### config.mk
export PLATFORM = sky130hd
export DESIGN_NAME = pipe_multiplier_flat
export DESIGN_NICKNAME = d
export VERILOG_FILES = /design/src/rtl/pipe_multiplier_if.sv /design/src/rtl/pipe_multiplier.sv /design/src/flat_wrapper.sv
export SDC_FILE = /design/constraint.sdc
export NUM_CORES = 1
export LEC_CHECK = 0
export CAP_MARGIN = 0
export CORE_AREA = 2 2 216 112
export CTS_BUF_LIST = sky130_fd_sc_hd__clkbuf_8
export DETAILED_ROUTE_END_ITERATION = 16
export DIE_AREA = 0 0 218 114
export GPL_ROUTABILITY_DRIVEN = 1
export PLACE_DENSITY = 0.76
export RECOVER_POWER = 100
export SYNTH_ARGS = -nofsm -noshare
export SYNTH_HDL_FRONTEND = slang
export SYNTH_SLANG_ARGS = --single-unit
### constraint.sdc
create_clock -name clk -period 2.5 [get_ports clk]
set_clock_uncertainty 0.1 [all_clocks]
set_input_delay 0.25 -clock clk [delete_from_list [all_inputs] [get_ports clk]]
set_output_delay 0.25 -clock clk [all_outputs]
set_load 0.005 [all_outputs]
### src/rtl/pipe_multiplier_if.sv
// pipe_multiplier_if: operand/result valid-ready bundle for pipe_multiplier
interface pipe_multiplier_if #(
    parameter int BITSIZE = 16,
    parameter int CHW     = 2
);
    logic signed [BITSIZE-1:0] in1;
    logic signed [BITSIZE-1:0] in2;
    logic        [CHW-1:0]     in_ch;
    logic                      in_valid;
    logic                      in_ready;
    logic                      round_en;
    logic signed [BITSIZE-1:0] out;
    logic        [CHW-1:0]     out_ch;
    logic                      out_valid;
    logic                      out_ready;
    logic                      sat_flag;
    logic                      sat_clr;

    modport slave (
        input  in1, in2, in_ch, in_valid, round_en, out_ready, sat_clr,
        output in_ready, out, out_ch, out_valid, sat_flag
    );

    modport master (
        output in1, in2, in_ch, in_valid, round_en, out_ready, sat_clr,
        input  in_ready, out, out_ch, out_valid, sat_flag
    );
endinterface

### src/rtl/pipe_multiplier.sv
// pipe_multiplier: two-stage signed multiply, optional round-half-up, arithmetic right shift, valid/ready flow.
// Define PIPE_MULTIPLIER_SATURATE_EN to clamp out-of-range results and drive sticky sat_flag; otherwise results wrap.
module pipe_multiplier #(
    parameter int BITSIZE = 16,
    parameter int SHIFT   = BITSIZE,
    parameter int CHW     = 2
) (
    input logic              clk,
    input logic              rst,
    pipe_multiplier_if.slave bus
);
    localparam int W = 2 * BITSIZE + 1;
    localparam logic signed [W-1:0] HALF = W'(1) << (SHIFT - 1);

    logic                        w_adv;
    logic signed [2*BITSIZE-1:0] r_prod;
    logic        [CHW-1:0]       r_ch;
    logic                        r_rnd;
    logic                        r_s1_valid;
    logic signed [W-1:0]         w_sum;
    logic signed [W-1:0]         w_val;
    logic        [BITSIZE-1:0]   w_res;
    logic        [BITSIZE-1:0]   r_out;
    logic        [CHW-1:0]       r_out_ch;
    logic                        r_out_valid;

    // The whole pipe moves together: it only freezes when a result is waiting on downstream.
    assign w_adv        = bus.out_ready | ~r_out_valid;
    assign bus.in_ready = w_adv;

    // Rounding add is one bit wider than the product so it can never wrap.
    assign w_sum = W'(r_prod) + (r_rnd ? HALF : '0);
    assign w_val = w_sum >>> SHIFT;

`ifdef PIPE_MULTIPLIER_SATURATE_EN
    localparam logic signed [W-1:0] MAXV = (W'(1) << (BITSIZE - 1)) - W'(1);
    localparam logic signed [W-1:0] MINV = -(W'(1) << (BITSIZE - 1));

    logic w_hi;
    logic w_lo;
    logic w_sat;
    logic r_sat_flag;

    assign w_hi  = w_val > MAXV;
    assign w_lo  = w_val < MINV;
    assign w_sat = w_hi | w_lo;
    assign w_res = w_hi ? MAXV[BITSIZE-1:0] : w_lo ? MINV[BITSIZE-1:0] : w_val[BITSIZE-1:0];

    // Sticky overflow flag; a saturated result landing in S2 beats a simultaneous clear.
    always_ff @(posedge clk or posedge rst) begin
        if (rst)
            r_sat_flag <= 1'b0;
        else if (w_adv && r_s1_valid && w_sat)
            r_sat_flag <= 1'b1;
        else if (bus.sat_clr)
            r_sat_flag <= 1'b0;
    end

    assign bus.sat_flag = r_sat_flag;
`else
    logic w_unused;

    assign w_unused     = ^{w_val[W-1:BITSIZE], bus.sat_clr};
    assign w_res        = w_val[BITSIZE-1:0];
    assign bus.sat_flag = 1'b0;
`endif

    // S1: capture the full-precision product with its tag and rounding mode.
    always_ff @(posedge clk or posedge rst) begin
        if (rst) begin
            r_s1_valid <= 1'b0;
            r_prod     <= '0;
            r_ch       <= '0;
            r_rnd      <= 1'b0;
        end else if (w_adv) begin
            r_s1_valid <= bus.in_valid;
            r_prod     <= (2*BITSIZE)'(bus.in1) * (2*BITSIZE)'(bus.in2);
            r_ch       <= bus.in_ch;
            r_rnd      <= bus.round_en;
        end
    end

    // S2: present the shaped result; data/tag only change when a real result arrives.
    always_ff @(posedge clk or posedge rst) begin
        if (rst) begin
            r_out_valid <= 1'b0;
            r_out       <= '0;
            r_out_ch    <= '0;
        end else if (w_adv) begin
            r_out_valid <= r_s1_valid;
            if (r_s1_valid) begin
                r_out    <= w_res;
                r_out_ch <= r_ch;
            end
        end
    end

    assign bus.out       = r_out;
    assign bus.out_ch    = r_out_ch;
    assign bus.out_valid = r_out_valid;
endmodule

### src/flat_wrapper.sv
// flat-port wrapper written by rule: the top's interface ports become plain ports
module pipe_multiplier_flat 
#(
    parameter int BITSIZE = 16,
    parameter int SHIFT   = BITSIZE,
    parameter int CHW     = 2
)
  (clk, rst, bus_in1, bus_in2, bus_in_ch, bus_in_valid, bus_round_en, bus_out_ready, bus_sat_clr, bus_in_ready, bus_out, bus_out_ch, bus_out_valid, bus_sat_flag);
  pipe_multiplier_if #(.BITSIZE(BITSIZE), .CHW(CHW)) bus_i ();
  input logic clk;
  input logic rst;
  input wire logic [$bits(bus_i.in1)-1:0] bus_in1;
  input wire logic [$bits(bus_i.in2)-1:0] bus_in2;
  input wire logic [$bits(bus_i.in_ch)-1:0] bus_in_ch;
  input wire logic [$bits(bus_i.in_valid)-1:0] bus_in_valid;
  input wire logic [$bits(bus_i.round_en)-1:0] bus_round_en;
  input wire logic [$bits(bus_i.out_ready)-1:0] bus_out_ready;
  input wire logic [$bits(bus_i.sat_clr)-1:0] bus_sat_clr;
  output wire logic [$bits(bus_i.in_ready)-1:0] bus_in_ready;
  output wire logic [$bits(bus_i.out)-1:0] bus_out;
  output wire logic [$bits(bus_i.out_ch)-1:0] bus_out_ch;
  output wire logic [$bits(bus_i.out_valid)-1:0] bus_out_valid;
  output wire logic [$bits(bus_i.sat_flag)-1:0] bus_sat_flag;
  assign bus_i.in1 = bus_in1;
  assign bus_i.in2 = bus_in2;
  assign bus_i.in_ch = bus_in_ch;
  assign bus_i.in_valid = bus_in_valid;
  assign bus_i.round_en = bus_round_en;
  assign bus_i.out_ready = bus_out_ready;
  assign bus_i.sat_clr = bus_sat_clr;
  assign bus_in_ready = bus_i.in_ready;
  assign bus_out = bus_i.out;
  assign bus_out_ch = bus_i.out_ch;
  assign bus_out_valid = bus_i.out_valid;
  assign bus_sat_flag = bus_i.sat_flag;
  pipe_multiplier #(.BITSIZE(BITSIZE), .SHIFT(SHIFT), .CHW(CHW)) u_core (.clk(clk), .rst(rst), .bus(bus_i));
endmodule
==> results of run 1 <==
==> worst max-delay path, cell delays in order <==
cell      delay [ns]
buf_4           0.13
buf_6           0.13
buf_6           0.11
and2_4          0.13
fa_1            0.55
inv_2           0.05
fa_2            0.57
fa_2            0.47
fa_1            0.57
fa_2            0.45
fa_1            0.52
inv_2           0.05
ha_4            0.23
a21oi_4         0.14
o21ai_4         0.08
nand3b_1        0.19
a21oi_2         0.15
a21oi_2         0.07
a211o_1         0.29
or4_1           0.40
nand3_1         0.09
==> state kept, by name, indices dropped and copies added (netlist names) <==
| name | flops |
|---|---|
| u_core.bus.out_ch | 2 |
| u_core.r_ch | 2 |
| u_core.bus.out | 16 |
| u_core.r_prod | 17 |
| u_core.bus.out_valid | 1 |
| u_core.r_s1_valid | 1 |
| u_core.r_rnd | 1 |
==> repair_timing <==
item / in CTS / in global routing
cloned: 5 / 0
resized for setup: 264 / 90
pin swaps: 108 / 78
setup endpoints to repair: 17 / 17
buffers inserted: 33 / 9
==> synthesized netlist by cell type (4+ instances only) <==
cell and number:
a21o_1 4, a21oi_1 40, and2_1 118, and3_1 9, clkbuf_1 41, dfrtp_1 40, fa_1 261, ha_1 80
inv_1 315, nand2_1 160, nand2b_1 7, nand3_1 11, nand4_1 7, nor2_1 45, o21ai_0 14, xnor2_1 24
xor2_1 15
==> per-stage QoR <==
| stage | instances | TNS, ns |
|---|---|---|
| 2_1_floorplan | 1238 | -44.20 |
| 3_3_place_gp | 1727 | -60.75 |
| 3_5_place_dp | 1727 | -62.00 |
| 4_1_cts | 1773 | -48.29 |
| 5_1_grt | 1778 | -51.21 |
| 6_report | 1778 | -48.62 |
==> layout make-up <==
class	count	area [µm²]
clock inverter	2	38.8
sequential	40	1000
multi-input combinational	837	9620
tap	315	394
fill	1760	8400
clock buffer	6	82.6
inverter	316	1190
timing repair buffer	262	2490
==> final timing paths <==
| check | from | to | cells after the start |
|---|---|---|---|
| worst max-delay path | bus_in2[7] | u_core.r_prod[31] | 21 |
| worst min-delay path | u_core.r_rnd | u_core.r_rnd | 2 |
| worst max register to register | u_core.r_rnd | u_core.bus.out[13] | 8 |
| worst min register to register | u_core.r_rnd | u_core.r_rnd | 2 |
| max in group asynchronous | rst | u_core.bus.out_valid | 3 |
| min in group asynchronous | rst | u_core.bus.out[8] | 3 |
==> routing by layer <==
layer / part of all wire [%] / vias to the layer above / GRT usage (%)
li1: - / 4070 / -
met4: 1.8 / 0 / 3.13
met2: 45 / 374 / 42.3
met3: 9.6 / 62 / 7.25
met1: 44 / 4608 / 36.6
met5: 0 / - / 0
==> cell families (layout without fill, tap and decap cells) <==
kind of cell	count (synthesis)	count (layout)
xor+xnor	39	39
buf+inv	361	586
other cells	1	1
compound gates	83	83
mux	4	4
fa+ha+maj	341	341
simple gates	369	369
flops	40	40
==> metrics.yaml, run 1 <==
netlist_top_cells_area: "fa_1, inv_1, dfrtp_1"
via_count: 9114
insertion_delay_ns: 0.30
synth-compound-area-share_pct: 4.46
synthToLayoutAreaGrowth_pct: 31.4
grt_pass1_wl_um: 51100
grt_use_total_pct: 26.2
floorplan.initialDensity_pct: 48.6
routed_wl_um: 30500
dpl.hpwl_um: 24300
cts_hold_buf: 0
first_iter_violations: 596
final_common_cell: "inv_1"
antenna_left: 0
ys.flop_type: "dfrtp_1"
die_h_um: 114
ys_warn_count: 0
worst_pin_slew_ns: 0.969
yosysTopAreaCell: "fa_1"
synth_top_family_by_area: "adder cells"
layout-drive-gt1-share_pct: 27.3
yosys.area_share.simple_pct: 15.9
yosysSeqAreaShare_pct: 8.88
port_buffers: 58
wl_per_cell_um: 17.2
synth-xor-area-share_pct: 3.03
syn_inst: 1238
synth_fa_ha_area_share_pct: 55.2
rows: 40
cts.sinks: 40
cts_tree: "built"
arrival_ns: 5.64
postLayoutCoreUtil_pct: 63.8
finalHoldViolations: 0
routabilityCongestion: 0.902
rrSetupSlack_ns: 0.48
slew_headroom_pct: 35.4
first_pass_iters: 5
layout_common_cells: "inv_1, fa_1, nand2_1"
clockBufferDepth: 2
hp-class: "register to register"
placeableCoreArea_um2: 23200
syn_area_per_cell_um2: 9.11
critPathKind: "input port to register"
die_area_um2: 24900
diodes: 0
start_kind: "input port"
fin_crit_ns: 5.50
muxShareOfSynthArea_pct: 0.388
yosysTopAreaCellShare_pct: 46.3
post-route-worst-setup-slack_ns: -3.00
setup_viol: 17
status: "finished, violations left"
syn_nets: 1619
fin_area_um2: 14800
antenna_found_initial: 0
clock.fmax_mhz: 182
h-tree-depth: 2
cts_root_buffer: "clkbuf_8"
grt_pass1_vias: 10200
cap_violations: 0
grt_max_degree: 41
violations: "negative setup slack"
die_w_um: 218
fin_crit_sh_pct: 220
numCtsBuffers: 5
endpoint_kind: "register"
required_ns: 2.64
synth-seq-cells: 40
synthArstFlopShare_pct: 100
grt_setup_unrepaired: "yes"
viasPerCell: 5.13
grt_overflow: 0
syn-cell-area_um2: 11300
synth_enable_flop_cells: 0
pin_count: 61
whs_ns: 0.374
ys_types: 51
place_ws_ns: -3.84
drv_slew: 0
drc: 0
path_max_fanout: 4
fin_nets: 1843
dpl_cell_area_um2: 13600
clk_pin_slew_ns: 0.08
Power of run 1 is left out: the tool's default activity adds up to more than one toggle a clock period on the data nets, which glitch-free logic cannot reach.
==> run 2, diff against run 1 <==
--- a/config.mk
+++ b/config.mk
@@ -6,10 +6,11 @@
 export NUM_CORES = 1
 export LEC_CHECK = 0
 export CAP_MARGIN = 0
-export CORE_AREA = 2 2 216 112
+export CORE_AREA = 3 3 217 113
 export CTS_BUF_LIST = sky130_fd_sc_hd__clkbuf_8
+export CTS_CLUSTER_DIAMETER = 100
 export DETAILED_ROUTE_END_ITERATION = 16
-export DIE_AREA = 0 0 218 114
+export DIE_AREA = 0 0 220 116
 export GPL_ROUTABILITY_DRIVEN = 1
 export PLACE_DENSITY = 0.76
 export RECOVER_POWER = 100
==> metrics.yaml, run 2 (same netlist as run 1, synthesis figures left out) <==
dpl_cell_area_um2: 13600  # -0.18%
clock.fmax_mhz: 173  # -4.6%
start_kind: "input port"
fin_crit_sh_pct: 231  # +11 points
synthToLayoutAreaGrowth_pct: 30.5
final_common_cell: "inv_1"
grt_use_total_pct: 26.2  # +0.032 points
cts_root_buffer: "clkbuf_8"
post-route-worst-setup-slack_ns: -3.27  # -0.263 ns
status: "finished, violations left"
critPathKind: "input port to register"
violations: "negative setup slack"
finalHoldViolations: 0  # unchanged
h-tree-depth: 2  # unchanged
largest-register: "u_core.r_prod"
required_ns: 2.62  # -0.02 ns
grt_overflow: 0  # unchanged
setup_viol: 17  # unchanged
path_max_fanout: 4  # unchanged
r2r-end: "u_core.bus.out[8]"
fin_nets: 1862  # +1.0%
die_w_um: 220  # +0.92%
drc: 0  # unchanged
routabilityCongestion: 0.967  # +7.1%
cp-startpoint: "bus_in2[6]"
grt_max_degree: 41  # unchanged
clockBufferDepth: 2  # unchanged
die_h_um: 116  # +1.8%
hp-class: "register to register"
first_iter_violations: 762  # +28%
layout-drive-gt1-share_pct: 26.1  # -1.2 points
placedCellCount: 1717  # -0.58%
via_count: 9348  # +2.6%
antenna_found_initial: 1  # +1
fin_area_um2: 14700  # -0.69%
worst_pin_slew_ns: 0.959  # -0.0100 ns
layout_common_cells: "inv_1, fa_1, buf_4"
rr_startpoint: "u_core.bus.out_valid"
viasPerCell: 5.23  # +1.9%
reg2reg_depth: 6  # -2
port_buffers: 58  # unchanged
rows: 39  # -2.5%
endpoint_kind: "register"
grt_setup_unrepaired: "yes"
cap_violations: 0  # unchanged
arrival_ns: 5.89  # +0.25 ns
insertion_delay_ns: 0.28  # -0.02 ns
wl_per_cell_um: 18.3  # +6.8%
fin_crit_ns: 5.77  # +0.263 ns
fin_cells: 1789  # +0.62%
fin_setup_tns_ns: -51.41  # -2.79 ns
first_pass_iters: 5  # unchanged
largest_register_ffs: 17  # unchanged
crit_path_end: "u_core.r_prod[31]"
placeableCoreArea_um2: 22600  # -2.5%
antenna_left: 0  # unchanged
clk_pin_slew_ns: 0.07  # about the same
n_fill_cell: 1680  # -4.5%
slew_headroom_pct: 36.1  # +0.67 points
cts_hold_buf: 0  # unchanged
grt_pass1_vias: 10300  # +0.29%
diodes: 0  # unchanged
cts_tree: "built"
floorplan.initialDensity_pct: 49.8  # +1.2 points
die_area_um2: 25500  # +2.7%
numCtsBuffers: 5  # unchanged
pin_count: 61  # unchanged
grt_pass1_wl_um: 51800  # +1.4%
drv_slew: 0  # unchanged
routed_wl_um: 32800  # +7.4%
rrSetupSlack_ns: 0.52  # +0.04 ns
dpl.hpwl_um: 24800  # +2.0%
cts.sinks: 40  # unchanged
-- run 2: area by class of cell --
class	instances	area (µm²)	area share, %
flip-flops and latches	40	1000	6.80
clock buffers	6	82.6	0.561
inverters	316	1190	8.08
repair buffers	281	2510	17.0
well taps	307	384	2.61
multi-input cells	837	9550	64.9
clock inverters	2	7.51	0.0510
-- run 2: worst min path at each step --
stage	startpoint	to	slack [ns]	depth (start not counted)
final	u_core.r_rnd	u_core.r_rnd	0.36	2
after global routing	u_core.r_rnd	u_core.r_rnd	0.40	2
after CTS	rst	u_core.r_s1_valid	0.30	3
after detailed placement	u_core.r_rnd	u_core.r_rnd	0.35	2
after global placement	u_core.r_ch[1]	u_core.r_ch[1]	0.35	2
after floorplan	bus_round_en	u_core.r_rnd	0.26	2
-- run 2: metal layers --
| layer | track usage [%] | vias to the layer above | wire, µm |
|---|---|---|---|
| met1 | 32.7 | 4614 | 12800 |
| met5 | 0 | - | 7 |
| met2 | 44.7 | 475 | 15400 |
| met4 | 9.98 | 2 | 1580 |
| met3 | 6.63 | 155 | 3020 |
| li1 | - | 4102 | - |
-- run 2: stage by stage --
stage / hold slack, ns / util (%) / setup slack (ns)
floorplan: 0.262 / - / -3.18
global placement: 0.345 / 60.2 / -3.76
detailed placement: 0.354 / 60.2 / -3.93
CTS: 0.296 / 63.8 / -3.16
global route: 0.395 / 65.0 / -3.38
finish: 0.362 / 65.0 / -3.27
-- run 2: timing repair --
item,CTS,global route
setup buffers,43,11
gates resized for setup,178,67
pin swaps,80,52
endpoints found under the setup margin,17,17
cloned,11,0
-- run 2: critical path: stages --
cell and delay (ns):
buf_8 0.10, buf_6 0.12, buf_6 0.11, and2_4 0.16
fa_2 0.60, inv_2 0.06, fa_2 0.57, inv_2 0.05
fa_2 0.48, fa_2 0.60, fa_1 0.44, fa_1 0.54
ha_4 0.21, a2111o_1 0.36, o2111ai_2 0.08, nand3b_1 0.14
a21oi_2 0.15, a21oi_2 0.06, a211o_1 0.29, or4_1 0.42
nand3_1 0.10
Power of run 2 is left out for the same reason.
==> run 3, diff against run 2 <==
--- a/config.mk
+++ b/config.mk
@@ -5,14 +5,17 @@
 export SDC_FILE = /design/constraint.sdc
 export NUM_CORES = 1
 export LEC_CHECK = 0
+export ABC_AREA = 0
 export CAP_MARGIN = 0
 export CORE_AREA = 3 3 217 113
 export CTS_BUF_LIST = sky130_fd_sc_hd__clkbuf_8
 export CTS_CLUSTER_DIAMETER = 100
 export DETAILED_ROUTE_END_ITERATION = 16
 export DIE_AREA = 0 0 220 116
+export DONT_BUFFER_PORTS = 1
 export GPL_ROUTABILITY_DRIVEN = 1
-export PLACE_DENSITY = 0.76
+export HOLD_SLACK_MARGIN = 0.06
+export PLACE_DENSITY = 0.72
 export RECOVER_POWER = 100
 export SYNTH_ARGS = -nofsm -noshare
 export SYNTH_HDL_FRONTEND = slang
==> metrics.yaml, run 3 (same netlist as run 1, synthesis figures left out) <==
fin_crit_sh_pct: 213  # -17 points
hp-class: "input port to register"
grt_overflow: 0  # unchanged
pin_count: 61  # unchanged
rows: 39  # unchanged
routed_wl_um: 27600  # -16%
numCtsBuffers: 5  # unchanged
first_pass_iters: 5  # unchanged
synthToLayoutAreaGrowth_pct: 15.3
floorplan.initialDensity_pct: 49.8  # unchanged
worst_pin_slew_ns: 0.965  # +0.00604 ns
required_ns: 2.62  # about the same
endpoint_kind: "register"
first_iter_violations: 560  # -27%
violations: "negative setup slack"
clockBufferDepth: 2  # unchanged
cp.depth: 17  # -19%
dpl.hpwl_um: 22400  # -9.4%
port_buffers: 0  # -100%
wl_per_cell_um: 17.1  # -6.8%
post-route-worst-setup-slack_ns: -2.84  # +0.429 ns
cp_top_family: "adder cells"
cts_tree: "built"
via_count: 8272  # -12%
path_max_fanout: 16  # +12
grt_pass1_vias: 9292  # -9.5%
multi_input_area_um2: 9480  # -0.76%
whs_path_depth: 4  # +2
path_buf_inv: 5  # unchanged
slowest_delay_ns: 0.63  # +0.03 ns
die_h_um: 116  # unchanged
final_common_cell: "inv_1"
status: "finished, violations left"
fin_crit_ns: 5.34  # -0.429 ns
whs_ns: 0.282  # -0.0800 ns
reg2reg_depth: 8  # +2
grt_use_total_pct: 22.7  # -3.6 points
routabilityCongestion: 0.895  # -7.4%
largest_register_ffs: 17  # unchanged
worstPathCellList: "and2_4, buf_6, fa_2, fa_2, buf_4, buf_4, fa_1, inv_1, fa_1, fa_1, fa_1, inv_1, ha_1, and3_1, a211o_1, or4_1, nand3_1"
cts.sinks: 40  # unchanged
insertion_delay_ns: 0.28  # about the same
cp_common_cell: "fa_1"
layout-drive-gt1-share_pct: 16.5  # -9.7 points
diodes: 0  # unchanged
n_fill_cell: 1959  # +17%
antenna_left: 0  # unchanged
drc: 0  # unchanged
h-tree-depth: 2  # unchanged
ff_latch_area_um2: 1000  # unchanged
start_kind: "input port"
die_area_um2: 25500  # unchanged
antenna_found_initial: 0  # -1
clk_pin_slew_ns: 0.07  # about the same
drv_slew: 0  # unchanged
clock.fmax_mhz: 187  # +8.0%
fin_nets: 1686  # -9.5%
viasPerCell: 5.13  # -1.9%
grt_setup_unrepaired: "yes"
arrival_ns: 5.45  # -0.44 ns
critPathKind: "input port to register"
cp_slowest_cell: "fa_2"
finalHoldViolations: 0  # unchanged
die_w_um: 220  # unchanged
layout_common_cells: "inv_1, fa_1, nand2_1"
largest-register: "u_core.r_prod"
placeableCoreArea_um2: 22600  # unchanged
slew_headroom_pct: 35.7  # -0.40 points
cap_violations: 0  # unchanged
grt_max_degree: 41  # unchanged
grt_pass1_wl_um: 45800  # -12%
cts_root_buffer: "clkbuf_8"
setup_viol: 17  # unchanged
-- run 3: changes by cell type in the layout (fill, tap and decap cells not counted), moves of 12 or more --
cell           change
fa_2              -12
buf_4             -82
buf_6             -24
buf_2             -19
and2_4            -13
dlygate4sd3_1     -16
and2_1            +14
fa_1              +12
-- run 3: area by class of cell --
cell class                 instances  area share, %
tap                              307           2.95
sequential                        40           7.70
clock buffer                       6          0.635
inverter                         316           9.14
multi-input combinational        837           72.9
clock inverter                     2         0.0577
timing repair buffer             105           6.67
-- run 3: worst paths after layout --
path	from	to	slack, ns
min in group asynchronous	rst	u_core.bus.out[13]	0.60
setup / recovery	bus_in1[15]	u_core.r_prod[31]	-2.84
hold / removal	bus_out_ready	u_core.r_ch[0]	0.28
hold reg to reg	u_core.r_ch[0]	u_core.r_ch[0]	0.37
max in group asynchronous	rst	u_core.r_prod[16]	1.10
setup reg to reg	u_core.r_rnd	u_core.bus.out[13]	0.53
-- run 3: through the flow --
step | setup TNS [ns] | worst slack, ns | instance area, µm² | util [%] | cells
after floorplan | -44.20 | -3.18 | 11700 | - | 1238
after global placement | -49.50 | -3.24 | 12400 | 54.8 | 1586
after detailed placement | -49.95 | -3.24 | 12400 | 54.8 | 1586
after CTS | -44.21 | -2.81 | 12800 | 56.5 | 1601
after global routing | -46.83 | -3.00 | 13000 | 57.4 | 1613
final | -44.36 | -2.84 | 13000 | 57.4 | 1613
-- run 3: layer usage --
metal  track usage (%)  part of all wire (%)  vias up
li1                  -                     -     3741
met1              30.5                    43     4171
met2              39.7                    47      300
met3              3.56                   7.9       60
met4              4.33                   2.2        0
met5                 0                     0        -
-- run 3: worst reg2reg max path, cell delays in order, from the launching register on --
cell and delay (ns):
dfrtp_1 0.38, and2_1 0.17, ha_1 0.23, and3_1 0.20
and2_1 0.19, and3_1 0.20, nand4_1 0.11, xor2_1 0.19
a21oi_1 0.10
-- run 3: what timing repair did --
item | CTS | global route
buffers inserted | 2 | 13
endpoints found under the setup margin | 17 | 17
pin swaps | 30 | 55
hold buffers | 5 | 0
gates cloned | 0 | 0
endpoints found under the hold margin | 44 | 0
resized for setup | 49 | 36
Power of run 3 is left out for the same reason.
